==> config.mk <==
export PLATFORM = sky130hd
export DESIGN_NAME = addsub_flags_pipe_flat
export DESIGN_NICKNAME = d
export VERILOG_FILES = /design/src/rtl/addsub_flags_pipe_if.sv /design/src/rtl/addsub_flags_pipe.sv /design/src/flat_wrapper.sv
export SDC_FILE = /design/constraint.sdc
export NUM_CORES = 1
export LEC_CHECK = 0
export CAP_MARGIN = 10
export CORE_ASPECT_RATIO = 1.4
export CORE_MARGIN = 4
export CORE_UTILIZATION = 44
export DETAILED_ROUTE_END_ITERATION = 12
export HOLD_SLACK_MARGIN = 0.15
export PLACE_DENSITY = 0.69
export SYNTH_ARGS = -nofsm -noshare
export SYNTH_HDL_FRONTEND = slang
export SYNTH_SLANG_ARGS = --single-unit
==> constraint.sdc <==
create_clock -name clk -period 10.1 [get_ports clk]
set_input_delay 1.515 -clock clk [delete_from_list [all_inputs] [get_ports clk]]
set_output_delay 1.515 -clock clk [all_outputs]
set_load 0.1 [all_outputs]
==> src/rtl/addsub_flags_pipe_if.sv <==
`default_nettype none
// ============================================================================
// Module   : addsub_flags_pipe_if
// Brief    : Operand/result handshake bundle for addsub_flags_pipe.
//            ADDSUB_SAT_EN adds the in_sat beat qualifier.
// Revision : 1.0 - initial release
// ============================================================================
interface addsub_flags_pipe_if #(
  parameter int WIDTH = 32
);
  logic             in_valid;
  logic             in_ready;
  logic [WIDTH-1:0] in_a;
  logic [WIDTH-1:0] in_b;
  logic [1:0]       in_op;
  logic             in_setf;
`ifdef ADDSUB_SAT_EN
  logic             in_sat;
`endif
  logic             out_valid;
  logic             out_ready;
  logic [WIDTH-1:0] out_res;
  logic [3:0]       out_nzcv;
  logic [3:0]       flags;

`ifdef ADDSUB_SAT_EN
  modport master (
    output in_valid, in_a, in_b, in_op, in_setf, in_sat, out_ready,
    input  in_ready, out_valid, out_res, out_nzcv, flags
  );
  modport slave (
    input  in_valid, in_a, in_b, in_op, in_setf, in_sat, out_ready,
    output in_ready, out_valid, out_res, out_nzcv, flags
  );
`else
  modport master (
    output in_valid, in_a, in_b, in_op, in_setf, out_ready,
    input  in_ready, out_valid, out_res, out_nzcv, flags
  );
  modport slave (
    input  in_valid, in_a, in_b, in_op, in_setf, out_ready,
    output in_ready, out_valid, out_res, out_nzcv, flags
  );
`endif
endinterface
`default_nettype wire

==> src/rtl/addsub_flags_pipe.sv <==
`default_nettype none
// ============================================================================
// Module   : addsub_flags_pipe
// Brief    : 2-stage ADD/SUB/ADC/SBC unit with NZCV flags and a chained
//            flag register. ADDSUB_SAT_EN enables signed saturation.
// Revision : 1.0 - initial release
// ============================================================================
module addsub_flags_pipe #(
  parameter int WIDTH = 32
) (
  input  wire logic          clk,
  input  wire logic          reset_n,
  addsub_flags_pipe_if.slave bus
);
  localparam int         MSB    = WIDTH - 1;
  localparam logic [1:0] OP_ADD = 2'b00;
  localparam logic [1:0] OP_SUB = 2'b01;
  localparam logic [1:0] OP_ADC = 2'b10;
  localparam logic [1:0] OP_SBC = 2'b11;

  logic             s1_valid_q, s1_valid_d;
  logic [WIDTH-1:0] s1_a_q, s1_a_d;
  logic [WIDTH-1:0] s1_b_q, s1_b_d;
  logic [1:0]       s1_op_q, s1_op_d;
  logic             s1_setf_q, s1_setf_d;
  logic             s1_sat_q, s1_sat_d;

  logic             s2_valid_q, s2_valid_d;
  logic [WIDTH-1:0] res_q, res_d;
  logic [3:0]       nzcv_q, nzcv_d;
  logic [3:0]       flags_q, flags_d;

  logic             s2_adv;
  logic             in_ready;
  logic [WIDTH-1:0] b_eff;
  logic             cin;
  logic [WIDTH:0]   sum;
  logic [WIDTH-1:0] raw_res;
  logic [WIDTH-1:0] fin_res;
  logic             c_flag;
  logic             v_flag;

  assign s2_adv   = !s2_valid_q || bus.out_ready;
  assign in_ready = !s1_valid_q || s2_adv;

  // Carry-in comes straight from the flag register so a chained op that
  // follows a setf op on the very next edge already sees the fresh carry.
  always_comb begin
    b_eff = s1_b_q;
    cin   = 1'b0;
    case (s1_op_q)
      OP_ADD: begin b_eff = s1_b_q;  cin = 1'b0;       end
      OP_SUB: begin b_eff = ~s1_b_q; cin = 1'b1;       end
      OP_ADC: begin b_eff = s1_b_q;  cin = flags_q[1]; end
      OP_SBC: begin b_eff = ~s1_b_q; cin = flags_q[1]; end
    endcase
  end

  always_comb begin
    sum     = {1'b0, s1_a_q} + {1'b0, b_eff} + {{WIDTH{1'b0}}, cin};
    raw_res = sum[WIDTH-1:0];
    c_flag  = sum[WIDTH];
    v_flag  = (s1_a_q[MSB] == b_eff[MSB]) && (raw_res[MSB] != s1_a_q[MSB]);
    fin_res = raw_res;
`ifdef ADDSUB_SAT_EN
    // Overflowed result has the wrong sign, so clamp toward the opposite one.
    if (s1_sat_q && v_flag) begin
      fin_res = raw_res[MSB] ? {1'b0, {(WIDTH-1){1'b1}}}
                             : {1'b1, {(WIDTH-1){1'b0}}};
    end
`endif
  end

  always_comb begin
    s1_valid_d = s1_valid_q;
    s1_a_d     = s1_a_q;
    s1_b_d     = s1_b_q;
    s1_op_d    = s1_op_q;
    s1_setf_d  = s1_setf_q;
    s1_sat_d   = s1_sat_q;
    if (in_ready) begin
      s1_valid_d = bus.in_valid;
      if (bus.in_valid) begin
        s1_a_d    = bus.in_a;
        s1_b_d    = bus.in_b;
        s1_op_d   = bus.in_op;
        s1_setf_d = bus.in_setf;
`ifdef ADDSUB_SAT_EN
        s1_sat_d  = bus.in_sat;
`else
        s1_sat_d  = 1'b0;
`endif
      end
    end
  end

  always_comb begin
    s2_valid_d = s2_valid_q;
    res_d      = res_q;
    nzcv_d     = nzcv_q;
    flags_d    = flags_q;
    if (s2_adv) begin
      s2_valid_d = s1_valid_q;
      if (s1_valid_q) begin
        res_d  = fin_res;
        nzcv_d = {fin_res[MSB], (fin_res == '0), c_flag, v_flag};
        if (s1_setf_q) begin
          flags_d = {fin_res[MSB], (fin_res == '0), c_flag, v_flag};
        end
      end
    end
  end

  always_ff @(posedge clk or negedge reset_n) begin
    if (!reset_n) begin
      s1_valid_q <= 1'b0;
      s1_a_q     <= '0;
      s1_b_q     <= '0;
      s1_op_q    <= OP_ADD;
      s1_setf_q  <= 1'b0;
      s1_sat_q   <= 1'b0;
      s2_valid_q <= 1'b0;
      res_q      <= '0;
      nzcv_q     <= 4'b0000;
      flags_q    <= 4'b0000;
    end else begin
      s1_valid_q <= s1_valid_d;
      s1_a_q     <= s1_a_d;
      s1_b_q     <= s1_b_d;
      s1_op_q    <= s1_op_d;
      s1_setf_q  <= s1_setf_d;
      s1_sat_q   <= s1_sat_d;
      s2_valid_q <= s2_valid_d;
      res_q      <= res_d;
      nzcv_q     <= nzcv_d;
      flags_q    <= flags_d;
    end
  end

  assign bus.in_ready  = in_ready;
  assign bus.out_valid = s2_valid_q;
  assign bus.out_res   = res_q;
  assign bus.out_nzcv  = nzcv_q;
  assign bus.flags     = flags_q;

endmodule
`default_nettype wire
==> src/flat_wrapper.sv <==
// flat-port wrapper written by rule: the top's interface ports become plain ports
module addsub_flags_pipe_flat 
#(
  parameter int WIDTH = 32
)
  (clk, reset_n, bus_in_valid, bus_in_a, bus_in_b, bus_in_op, bus_in_setf, bus_out_ready, bus_in_ready, bus_out_valid, bus_out_res, bus_out_nzcv, bus_flags);
  addsub_flags_pipe_if #(.WIDTH(WIDTH)) bus_i ();
  input  wire logic clk;
  input  wire logic reset_n;
  input wire logic [$bits(bus_i.in_valid)-1:0] bus_in_valid;
  input wire logic [$bits(bus_i.in_a)-1:0] bus_in_a;
  input wire logic [$bits(bus_i.in_b)-1:0] bus_in_b;
  input wire logic [$bits(bus_i.in_op)-1:0] bus_in_op;
  input wire logic [$bits(bus_i.in_setf)-1:0] bus_in_setf;
  input wire logic [$bits(bus_i.out_ready)-1:0] bus_out_ready;
  output wire logic [$bits(bus_i.in_ready)-1:0] bus_in_ready;
  output wire logic [$bits(bus_i.out_valid)-1:0] bus_out_valid;
  output wire logic [$bits(bus_i.out_res)-1:0] bus_out_res;
  output wire logic [$bits(bus_i.out_nzcv)-1:0] bus_out_nzcv;
  output wire logic [$bits(bus_i.flags)-1:0] bus_flags;
  assign bus_i.in_valid = bus_in_valid;
  assign bus_i.in_a = bus_in_a;
  assign bus_i.in_b = bus_in_b;
  assign bus_i.in_op = bus_in_op;
  assign bus_i.in_setf = bus_in_setf;
  assign bus_i.out_ready = bus_out_ready;
  assign bus_in_ready = bus_i.in_ready;
  assign bus_out_valid = bus_i.out_valid;
  assign bus_out_res = bus_i.out_res;
  assign bus_out_nzcv = bus_i.out_nzcv;
  assign bus_flags = bus_i.flags;
  addsub_flags_pipe #(.WIDTH(WIDTH)) u_core (.clk(clk), .reset_n(reset_n), .bus(bus_i));
endmodule
==> results.md, run 1 <==
- Final setup violating endpoints: 0
- Ratio of cells with drive above 1 in the final layout: 13.4%
- Cells after synthesis: 627
- CP arrival: roughly 3.3 ns
- Clock Skews: ~0.0084 ns
- Synthesized area: 6430 um2
- Post-synth top area share: 42.0%
- Post-CTS setup buffer count: 0
- Core area: 14,400 um2
- Pint: 0.00120 W
- Post-synthesis mux area share: 12.9%
- Routed vias: 4,999
- R2R Path End: u_core.bus.out_nzcv[2]
- Gp weighted congestion: 0.880
- Worst vdd ir: 0.204 mV
- CTS Root Buffer Type: clkbuf_16
- Crit path time final: 4.81 ns
- Num rows: 52
- Die height: 151 um
- First-pass GRT wire length: 24,300 um
- Clk pin slew, worst setup/hold paths: ~0.07 ns
- Hold Path End: u_core.bus.out_res[27]
- Sink Count: 108
- TritonCTS clock tree: yes
- CP endpoint kind: output port
- Sequential share of power: 24.6%
- Final ANT Viol Nets: 0
- Avg Cell Area, Syn: 10.3 um2
- Mapped Nets: 731
- Non-Filler Instances: 920
- Synth warn: 0
- Top cells by count, synth: 108 x dfrtp_1, 78 x nand2_1, 70 x mux2_2, 34 x xor2_1, 32 x o21ai_0
- Combinational family with the most area after synthesis: compound AO/OA/AOI/OAI gates
- Initial antenna violation count: 0
- Max Cap Viol: 0
- Pleak: 3.31 nW
- DP Wirelength: roughly 11,000 um
- Adder-cell share of the synthesized area: between 6 and 7%
- Critical Path Fanout Max: 3
- Nets: 830
- Worst hold-check path type: reg2reg
- Max clock buf depth: 2
- CTS resizes: 0
- Top cells by area, synth: dfrtp_1 42%, mux2_2 12%, ha_1 6.0%
- Post-synth top flop: dfrtp_1
- Simple-Gate Fraction of Synth Area: 12.4%
- EDFF count, synth: 0
- CTS Buf Count: 9
- Outcome: complete, no violations
- Crit start category: input port
- Area grow syn2layout: 23.8%
- Logic gate share of total power: 62.6%
- HP Start: u_core.bus.out_res[27]
- Sequential share of the synthesized area: 42.0%
- RSZ-0062 raised after global routing: no
- Total negative setup slack: 0 ns
- Pwr/cell area: 315 nW/um2
- Switching share of power: 52.3%
- Die ar.: 16,600 um2
- Ports: 113
- Crit share post-route: 47.6%
- Routed len/inst: between 15 and 20 um
- Post-route DRC: 0
- Initial DRC count: 316
- Slew @ Worst Pin: 0.999 ns
- IO Port Bufs: 112
- Hold_buf cts: 0
- Final hold violation count: 0
- Critical R2R Launch: u_core.s1_op_q[0]
- Max frequency: 208 MHz
- GR Util All Layers: 18.1%
- Via-to-Cell Ratio: ~5.4
- Hold Crit Depth: 2
- Critical path type: in2out
- Most common cell in the netlist: dfrtp_1
- Async SR Flop Fraction: 100%
- Antenna cell count: 0
- Clk pwr share: 12.8%
- Rel. slew slack: 33.2%
- Vias in the first global route: 4,917
- H-tree depth: 3
- Yosys reg bits: 108
- Req. time, crit path: 8.59 ns
- Synth Area in XOR/XNOR: about 6%
- Reg2Reg Depth: 13
- Placed Cells: 904
- Gr ovfl total: 0
- Die Span X: about 110 um
- Compound-cell area share of the yosys netlist: 17.8%
- Psw: 0.00131 W
- Drt pass-1 iters: 7
- Synth unique cells: 66
- Synth area leader: dfrtp_1
- Maximum number of pins on one net before global-route repair: 68
- Reg-to-reg setup timing slack: ~6.1 ns
- Worst-Skew Late Latency: 0.34 ns
- Starting Density: 44.7%
- Routed Wire Length: 14,600 um
- Final Slew Violations: 0
## layout make-up
cell class / instances / area, um2
flip-flops and latches: 108 / 2700
inverters: 7 / 26.3
clock inverters: 4 / 26.3
clock buffers: 12 / 236
fillers: 1278 / 6420
multi-input cells: 484 / 3580
well taps: 189 / 236
repair buffers: 116 / 1150
## power groups by stage
stage                     Sequential (W)  Combinational (W)  Clock [W]
after floorplan                  0.00113           0.000695          0
after global placement          0.000624            0.00155          0
after detailed placement        0.000628            0.00157          0
after CTS                       0.000619            0.00157   0.000330
after global routing            0.000632            0.00169   0.000348
final                           0.000617            0.00157   0.000321
## kinds of logic after synthesis
group | after synthesis
adder cells (fa/ha/maj) | 33
XOR/XNOR | 44
AND/OR/NAND/NOR | 170
multiplexers | 74
flip-flops | 108
buffers and inverters | 35
AO/OA/AOI/OAI | 163
## routing by layer
layer	share of wire [%]	global-route usage [%]	wire, um	vias up
li1	-	-	-	2475
met1	45	24.8	6630	2373
met2	48	29.8	7030	131
met3	4.8	2.52	697	20
met4	1.5	4.93	215	0
met5	0	0	0	-
## worst max path at each step
stage                   endpoint  slack (ns)           from
6_report            bus_in_ready        5.29  bus_out_ready
2_1_floorplan  u_core.s1_b_q[10]        6.15  bus_out_ready
3_3_place_gp        bus_in_ready        5.30  bus_out_ready
4_1_cts             bus_in_ready        5.28  bus_out_ready
3_5_place_dp        bus_in_ready        5.28  bus_out_ready
5_1_grt             bus_in_ready        5.24  bus_out_ready
## layout by cell type (no fill, tap or decap), drive strengths merged, types with 8 or more instances in the layout
master         synthesis  final
nand2                 78     78
and2                   8      8
nand3                 10     10
xor2                  34     34
ha                    31     31
nor2                  28     28
o21ai                 41     41
nor3                  11     11
xnor2                 10     10
dfrtp                108    108
clkdlybuf4s50          0    111
mux2                  70     70
o31ai                 16     16
o21a                  16     16
clkbuf                20     12
a21oi                 30     30
## registers in the layout, summed over array words and instances, names as in the netlist
signal and cells:
u_core.bus.flags 4, u_core.bus.out_nzcv 4, u_core.bus.out_res 31, u_core.bus.out_valid 1
u_core.s1_a_q 32, u_core.s1_b_q 32, u_core.s1_op_q 2, u_core.s1_setf_q 1
u_core.s1_valid_q 1
## stage by stage
step           setup WS [ns]  power [W]  util, %  hold slack (ns)  area [um2]
5_1_grt                 5.24    0.00267     55.4            0.517        7960
6_report                5.29    0.00251     55.4            0.478        7960
4_1_cts                 5.28    0.00252     55.4            0.480        7960
3_3_place_gp            5.30    0.00217     53.5            0.463        7700
2_1_floorplan           6.15    0.00183        -            0.471        6430
3_5_place_dp            5.28    0.00219     53.5            0.463        7700
## critical path, cell delays in order
cell	delay (ns)
clkdlybuf4s50_1	0.46
nand3b_1	0.16
clkdlybuf4s50_1	1.16
(Power assumes the default switching activity.)
==> inputs of run 2 (changes only) <==
- PLACE_DENSITY: 0.69 -> 0.71
- clock period: 10.1 -> 4.35 ns (I/O delays scaled with it)
==> results.md, run 2 (same netlist as run 1, synthesis figures left out) <==
- Outcome: complete, no violations (unchanged)
- Maximum number of pins on one net before global-route repair: 46 (was 68)
- Routed Wire Length: 15,800 um (was 14,600 um)
- CP cell instances: buf_4, xor2_1, ha_1, a21oi_1, o21ai_1, a2111oi_0, nand3_1, a21oi_1, o2111ai_1, a2111oi_4, o2111ai_1, o21ai_1 (was clkdlybuf4s50_1, nand3b_1, clkdlybuf4s50_1)
- Reg2Reg Depth: 12 (was 13)
- Crit start category: flop (was input port)
- Routed vias: 5,078 (was 4,999)
- RSZ-0062 raised after global routing: no (unchanged)
- Non-Filler Instances: 923 (was 920)
- Drt pass-1 iters: 4 (was 7)
- DP Wirelength: 12,700 um (was 11,200 um)
- Final Cell Area: 8000 um2 (was 7960 um2)
- Area grow syn2layout: 24.5% (was 23.8%)
- GR Util All Layers: 19.6% (was 18.1%)
- Met2 usage: 33.8% (was 29.8%)
- Post-route DRC: 0 (unchanged)
- Total negative setup slack: 0 ns (unchanged)
- Global routing usage on met1: 25.5% (was 24.8%)
- Post-DP Area: 7720 um2 (was 7700 um2)
- Starting Density: 44.7% (unchanged)
- Final Slew Violations: 0 (unchanged)
- CP arrival: 4.11 ns (was 3.29 ns)
- Slew @ Worst Pin: 0.984 ns (was 0.999 ns)
- Clock Skews: 0.00877 ns (was 0.00843 ns)
- Rel. slew slack: 34.2% (was 33.2%)
- H-tree depth: 3 (unchanged)
- Final hold violation count: 0 (unchanged)
- Final ANT Viol Nets: 0 (unchanged)
- Die ar.: 16,600 um2 (unchanged)
- Placed Cells: 907 (was 904)
- Clk pin slew, worst setup/hold paths: 0.07 ns (about the same)
- Layer with the highest usage: met2 (unchanged)
- Max frequency: 260 MHz
- Most frequent cells in the layout: 111 x clkdlybuf4s50_1, 108 x dfrtp_1, 77 x nand2_1 (unchanged)
- Die Span X: 110 um (unchanged)
- Max clock buf depth: 2 (unchanged)
- Ratio of cells with drive above 1 in the final layout: 14.2% (was 13.4%)
- Num rows: 52 (unchanged)
- Die height: 151 um (unchanged)
- Nets: 833 (was 830)
- Vias in the first global route: 5,183 (was 4,917)
- Routed len/inst: 17.1 um (was 15.8 um)
- Pwr/cell area: 743 nW/um2 (was 315 nW/um2)
- Hold_buf cts: 0 (unchanged)
- Critical Path Fanout Max: 26 (was 3)
- R2R Path End: u_core.bus.flags[2] (was u_core.bus.out_nzcv[2])
- Crit path largest cell delay: 0.49 ns (was 1.16 ns)
- IO Port Bufs: 112 (unchanged)
- Sink Count: 108 (unchanged)
- Core area: 14,400 um2 (unchanged)
- Crit share post-route: between 80% and 90%
- Critical R2R Launch: u_core.s1_op_q[0] (unchanged)
- Ports: 113 (unchanged)
- Critical path type: reg2reg (was in2out)
- Final setup violating endpoints: 0 (unchanged)
- TritonCTS clock tree: yes (unchanged)
- Via-to-Cell Ratio: 5.50 (was 5.43)
- First-pass GRT wire length: 25,900 um (was 24,300 um)
- CTS Buf Count: 9 (unchanged)
- Gp weighted congestion: 0.853 (was 0.880)
- Reg-to-reg setup timing slack: 0.51 ns (was 6.08 ns)
- Antenna cell count: 0 (unchanged)
- CTS Root Buffer Type: clkbuf_16 (unchanged)
- CTS resizes: 0 (unchanged)
- Fill count: 1,298 (was 1,278)
- Pleak: 3.34 nW (was 3.31 nW)
- Post-CTS setup buffer count: 0 (unchanged)
- Initial DRC count: 205 (was 316)
- Gr ovfl total: 0 (unchanged)
- Req. time, crit path: 4.62 ns (was 8.59 ns)
- Worst-Skew Late Latency: 0.35 ns (was 0.34 ns)
- Worst hold-check path type: in2async (was reg2reg)
- M3 GR Usage: 2.35% (was 2.52%)
- Commonest non-fill, non-tap cell in the layout: clkdlybuf4s50_1 (unchanged)
- Initial antenna violation count: 0 (unchanged)
- CP endpoint kind: flop (was output port)
- Max Cap Viol: 0 (unchanged)
- Crit path time final: 3.84 ns
- Worst path slowest cell: a2111oi_0 (was clkdlybuf4s50_1)
- PnR Total Power: 0.00594 W (was 0.00251 W)
- Worst vdd ir: 0.565 mV (was 0.204 mV)
## run 2: cell types whose count changed in the layout (fill, tap and decap cells not counted), sizes merged
cell | previous run | this run
clkbuf | 12 | 10
inv | 7 | 9
buf | 5 | 8
## run 2: metal layers
metal / vias up / part of all wire [%]
met5: - / 0
met4: 0 / 1.4
met3: 13 / 4.1
met2: 112 / 51
met1: 2457 / 44
li1: 2496 / -
## run 2: critical path, delay by kind of cell (launching register included)
family | cells | cell delay [ns]
compound gates | 8 | 2.26
flops | 1 | 0.41
simple gates | 1 | 0.18
buf+inv | 1 | 0.39
fa+ha+maj | 1 | 0.38
xor+xnor | 1 | 0.12
## run 2: final cells by class
type                    count  area (um2)  share of cell area (%)
clock buffers              10         239                    2.99
flip-flops and latches    108        2700                    33.8
inverters                   7        26.3                   0.328
well taps                 189         236                    2.95
multi-input cells         484        3580                    44.8
clock inverters             6        46.3                   0.578
repair buffers            119        1170                    14.6
## run 2: metrics by stage
step | hold WS [ns] | worst slack (ns) | util [%]
after floorplan | 0.357 | 0.670 | -
after global routing | 0.207 | 0.171 | 55.7
after detailed placement | 0.469 | 0.637 | 53.7
after global placement | 0.465 | 0.665 | 53.7
final | 0.192 | 0.509 | 55.7
after CTS | 0.195 | 0.601 | 55.7
## run 2: report_power, final
part | internal [W] | leakage (nW) | switching (W)
combinational | 0.00113 | 1.92 | 0.00258
clock | 0.000410 | 0.141 | 0.000379
sequential | 0.00126 | 1.28 | 0.000184
total | 0.00280 | 3.34 | 0.00314
## run 2: how the worst max path moves through the flow
stage,start,endpoint,slack (ns),depth (start not counted)
global placement,u_core.s1_op_q[0],u_core.bus.flags[2],0.67,12
floorplan,u_core.s1_op_q[0],u_core.bus.flags[2],0.67,14
detailed placement,u_core.s1_op_q[0],u_core.bus.flags[2],0.64,12
finish,u_core.s1_op_q[0],u_core.bus.flags[2],0.51,12
global route,u_core.s1_op_q[0],u_core.bus.out_nzcv[2],0.17,13
CTS,u_core.s1_op_q[0],u_core.bus.flags[2],0.60,12
